### src/rtl/popcount_arbiter.sv
// popcount_arbiter: two requesters share one byte-wide ones counter.
// Round-robin arbitration in IDLE, NB cycles of byte popcount in COUNT,
// result held in DONE until the consumer takes it.
// Optional feature macro: POPCNT_PARITY_EN (adds res_parity output).
// Ports:
//   clk, reset_n            clock, synchronous active-low reset
//   req0_valid/data/ready   requester 0 word handshake (ready combinational)
//   req1_valid/data/ready   requester 1 word handshake (ready combinational)
//   res_valid/id/count      result payload, taken on res_valid & res_ready
//   res_ready               consumer ready
//   busy                    high while counting or holding a result
//   res_parity              XOR of word bits (POPCNT_PARITY_EN only)
module popcount_arbiter #(
  parameter int unsigned WIDTH = 32,
  parameter int unsigned CNT_W = 7
) (
  input  logic             clk,
  input  logic             reset_n,
  input  logic             req0_valid,
  input  logic [WIDTH-1:0] req0_data,
  output logic             req0_ready,
  input  logic             req1_valid,
  input  logic [WIDTH-1:0] req1_data,
  output logic             req1_ready,
  output logic             res_valid,
  output logic             res_id,
  output logic [CNT_W-1:0] res_count,
  input  logic             res_ready,
  output logic             busy
`ifdef POPCNT_PARITY_EN
  , output logic           res_parity
`endif
);

  localparam int unsigned NB    = WIDTH / 8;
  localparam int unsigned IDX_W = (NB > 1) ? $clog2(NB) : 1;

  typedef enum logic [1:0] {IDLE, COUNT, DONE} state_t;

  state_t             state, state_nxt;
  logic [WIDTH-1:0]   shift, shift_nxt;
  logic [CNT_W-1:0]   acc, acc_nxt;
  logic [IDX_W-1:0]   idx, idx_nxt;
  logic               id, id_nxt;
  logic               last_grant, last_grant_nxt;
  logic               valid_q, valid_nxt;
  logic               grant0, grant1;

  // Ones count of one byte.
  function automatic logic [3:0] pop8(input logic [7:0] b);
    logic [3:0] n;
    n = 4'd0;
    for (int i = 0; i < 8; i++) n = n + 4'(b[i]);
    return n;
  endfunction

  // Round-robin: a lone requester wins; on a tie the one not served last wins.
  always_comb begin
    grant0 = req0_valid && (!req1_valid || last_grant);
    grant1 = req1_valid && (!req0_valid || !last_grant);
  end

  assign req0_ready = (state == IDLE) && grant0;
  assign req1_ready = (state == IDLE) && grant1;

  // Next-state and datapath next values.
  always_comb begin
    state_nxt      = state;
    shift_nxt      = shift;
    acc_nxt        = acc;
    idx_nxt        = idx;
    id_nxt         = id;
    last_grant_nxt = last_grant;
    valid_nxt      = valid_q;
    case (state)
      IDLE: begin
        if (grant0 || grant1) begin
          shift_nxt = grant0 ? req0_data : req1_data;
          id_nxt    = grant1;
          acc_nxt   = '0;
          idx_nxt   = '0;
          state_nxt = COUNT;
        end
      end
      COUNT: begin
        acc_nxt   = acc + CNT_W'(pop8(shift[7:0]));
        shift_nxt = shift >> 8;
        idx_nxt   = idx + IDX_W'(1);
        if (idx == IDX_W'(NB - 1)) begin
          state_nxt = DONE;
          valid_nxt = 1'b1;
        end
      end
      DONE: begin
        if (res_ready) begin
          last_grant_nxt = id;
          valid_nxt      = 1'b0;
          state_nxt      = IDLE;
        end
      end
      default: state_nxt = IDLE;
    endcase
  end

  // State and datapath registers.
  always_ff @(posedge clk) begin
    if (!reset_n) begin
      state      <= IDLE;
      shift      <= '0;
      acc        <= '0;
      idx        <= '0;
      id         <= 1'b0;
      last_grant <= 1'b1;
      valid_q    <= 1'b0;
    end else begin
      state      <= state_nxt;
      shift      <= shift_nxt;
      acc        <= acc_nxt;
      idx        <= idx_nxt;
      id         <= id_nxt;
      last_grant <= last_grant_nxt;
      valid_q    <= valid_nxt;
    end
  end

  assign res_valid = valid_q;
  assign res_id    = id;
  assign res_count = acc;
  assign busy      = (state != IDLE);

`ifdef POPCNT_PARITY_EN
  // Parity of the word is the LSB of its ones count.
  assign res_parity = acc[0];
`endif

endmodule

### config.mk
export PLATFORM = sky130hd
export DESIGN_NAME = popcount_arbiter
export DESIGN_NICKNAME = d
export VERILOG_FILES = /design/src/rtl/popcount_arbiter.sv
export SDC_FILE = /design/constraint.sdc
export NUM_CORES = 1
export LEC_CHECK = 0
export CORE_AREA = 2 2 77 79
export CTS_CLUSTER_SIZE = 10
export DETAILED_ROUTE_END_ITERATION = 10
export DIE_AREA = 0 0 79 81
export PLACE_DENSITY = 0.83
export SLEW_MARGIN = 20
export SYNTH_ARGS = -nofsm -noshare
export SYNTH_HDL_FRONTEND = slang
export SYNTH_SLANG_ARGS = --single-unit
export TNS_END_PERCENT = 100
### constraint.sdc
create_clock -name clk -period 8.75 [get_ports clk]
set_input_delay 2.1875 -clock clk [delete_from_list [all_inputs] [get_ports clk]]
set_output_delay 2.1875 -clock clk [all_outputs]
set_load 0.03 [all_outputs]
==> results.yml <==
hold_path:
  hold_end: "shift[21]"
  hp-start: "shift[21]"
  min_path_cells: 2
  hold_class: "flop to flop"
placement:
  hpwlAfterDp_mm: 4.87
  dp_slack_ns: 2.13
  place_congestion: 0.889
  port_buffers: 80
floorplanning:
  die_h_um: 81
  ioPinCount: 81
  die-area_um2: 6400
  core-area_um2: 5680
  dieWidth_um: 79
  start_util: 0.483
  rows: 28
yosys:
  synth_edf_count: 0
  seq_area_frac_synth: 0.336
  ys_async_sr_fraction: 0
  synthFlopType: "dfxtp_1"
  synth_warnings: 0
  syn-instance-count: 345
  ys_seq_elements: 46
  avgSynthCellArea_um2: 7.95
  syn_nets: 426
  synthesis.area_um2: 2740
  synth_cell_types: 37
global_routing:
  grt_pass1_wl_mm: 11.4
  overflow: 0
  grt.total_usage: 0.222
  antenna_found_initial: 0
  grt_pass1_vias: 2506
  grt_max_degree: 70
sta:
  layout_setup_ws_ns: 2.10
  report.final.slew_viol_count: 0
  fin_crit_ns: 6.65
  max_freq_ghz: 0.150
  finalHoldViolCount: 0
  tightest_slew_ns: 1.09
  fin_setup_tns_ns: 0
  slew_headroom: 0.272
  finalCritPeriodShare: 0.760
  setup_viol: 0
  finClkSkew_ns: 0.00705
  rsz0062_at_grt: "no"
setup_path:
  rr_startpoint: "res_count[0]"
  critPathMaxFanout: 34
  cp-start-kind: "primary input"
  ff2ff_path_depth: 11
  r2r-end: "res_count[6]"
  end_kind: "output port"
  worstPathArrival_ns: 4.46
  required_ns: 6.56
  reg2reg_slack_ns: 5.21
  critical_path_class: "primary input to output port"
clock_network:
  numCtsBuffers: 5
  clock_latency_ns: 0.30
  clock-sinks: 46
  clk_pin_slew_worst_paths_ns: 0.09
  holdBufCountCts: 0
  root_buffer: "clkbuf_8"
  cts_resized: 0
  post-cts-setup-buffer-count: 0
  cts_tree: "built"
  cts_buffer_depth: 2
  htreeDepth: 2
drt:
  dr.pass1.iters: 5
  drt_iter0_markers: 285
  viasPerCell: 5.62
  via_count: 2713
  drc: 0
  postRouteAntennaNets: 0
  drt_wl_total_mm: 6.96
  wl_per_cell_um: 14.4
finish:
  nFillCells: 508
  area_growth_pct: 32.3
  final_util: 0.640
  layout-drive-gt1-share: 0.0490
  final_common_cell: "clkdlybuf4s50_1"
  regArea_um2: 921
  diodes: 0
  multi_input_comb_area_um2: 1640
  finalNetCount: 488
  final_cell_mix: "clkdlybuf4s50_1, nand3_1, dfxtp_1, and3_1, nand2b_1"
power_and_ir_drop:
  peakVddDrop_mv: 0.0717
  power.total_uw: 534
  leakage_uw: 0.00144
  p_per_area_nw_per_um2: 147
outcome:
  status: "complete, no violations"
flow_run:
  drv_cap: 0
synthesized netlist by cell type, types with 11 or more instances:
cell	count	area (um^2)
and3_1	31	194
a21boi_0	15	113
inv_1	13	48.8
dfxtp_1	46	921
a211oi_1	25	188
nand2_1	12	45.0
clkbuf_1	17	63.8
o21ai_0	24	120
o21ai_1	11	55.1
nand3_1	49	245
nand2b_1	28	175
nor2_1	11	41.3
registers in the layout, indices dropped and copies added (netlist names):
register / count
idx: 2
res_id: 1
state: 2
last_grant: 1
shift: 32
res_valid: 1
res_count: 7
critical path: stages:
cell and delay [ns]:
clkdlybuf4s50_1 0.66, buf_4 0.35, nand2_2 0.36, nor2_1 0.19, clkdlybuf4s50_1 0.70
worst max-delay path by stage:
stage	cells past startpoint	end	from
floorplan	5	req0_ready	req1_valid
global placement	5	req0_ready	req0_valid
detailed placement	5	req0_ready	req0_valid
CTS	5	req0_ready	req0_valid
global route	5	req0_ready	req0_valid
finish	5	req0_ready	req0_valid
stage by stage:
stage	cell area (um^2)	instances	hold slack (ns)
after floorplan	2740	345	0.432
after global placement	3530	475	0.439
after detailed placement	3530	475	0.445
after CTS	3630	483	0.457
after global routing	3630	483	0.489
final	3630	483	0.458
power breakdown:
part	switching (uW)	leakage [uW]	internal [uW]
registers	9.39	0.000378	226
logic	78.5	0.00102	81.9
clock network	74.2	0.0000472	63.6
total	162	0.00144	372
logic make-up after synthesis:
kind of cell	share of synthesized area
compound gates	0.212
mux	0.0119
xor+xnor	0.00319
fa+ha+maj	0.0684
buf+inv	0.0680
flops	0.336
simple gates	0.301
routing by layer:
layer  GRT usage  vias to the layer above  share of wire
li1            -                     1343              -
met1       0.285                     1263           0.43
met2       0.384                       97           0.50
met3      0.0411                       10          0.052
met4      0.0621                        0          0.014
met5           0                        -              0
layout make-up:
type	instances	area share
tap	75	0.0259
sequential	46	0.254
clock buffer	6	0.0228
timing repair buffer	85	0.230
clock inverter	2	0.00345
multi-input combinational	256	0.451
inverter	13	0.0134
Power figures use the tool's default switching activity.
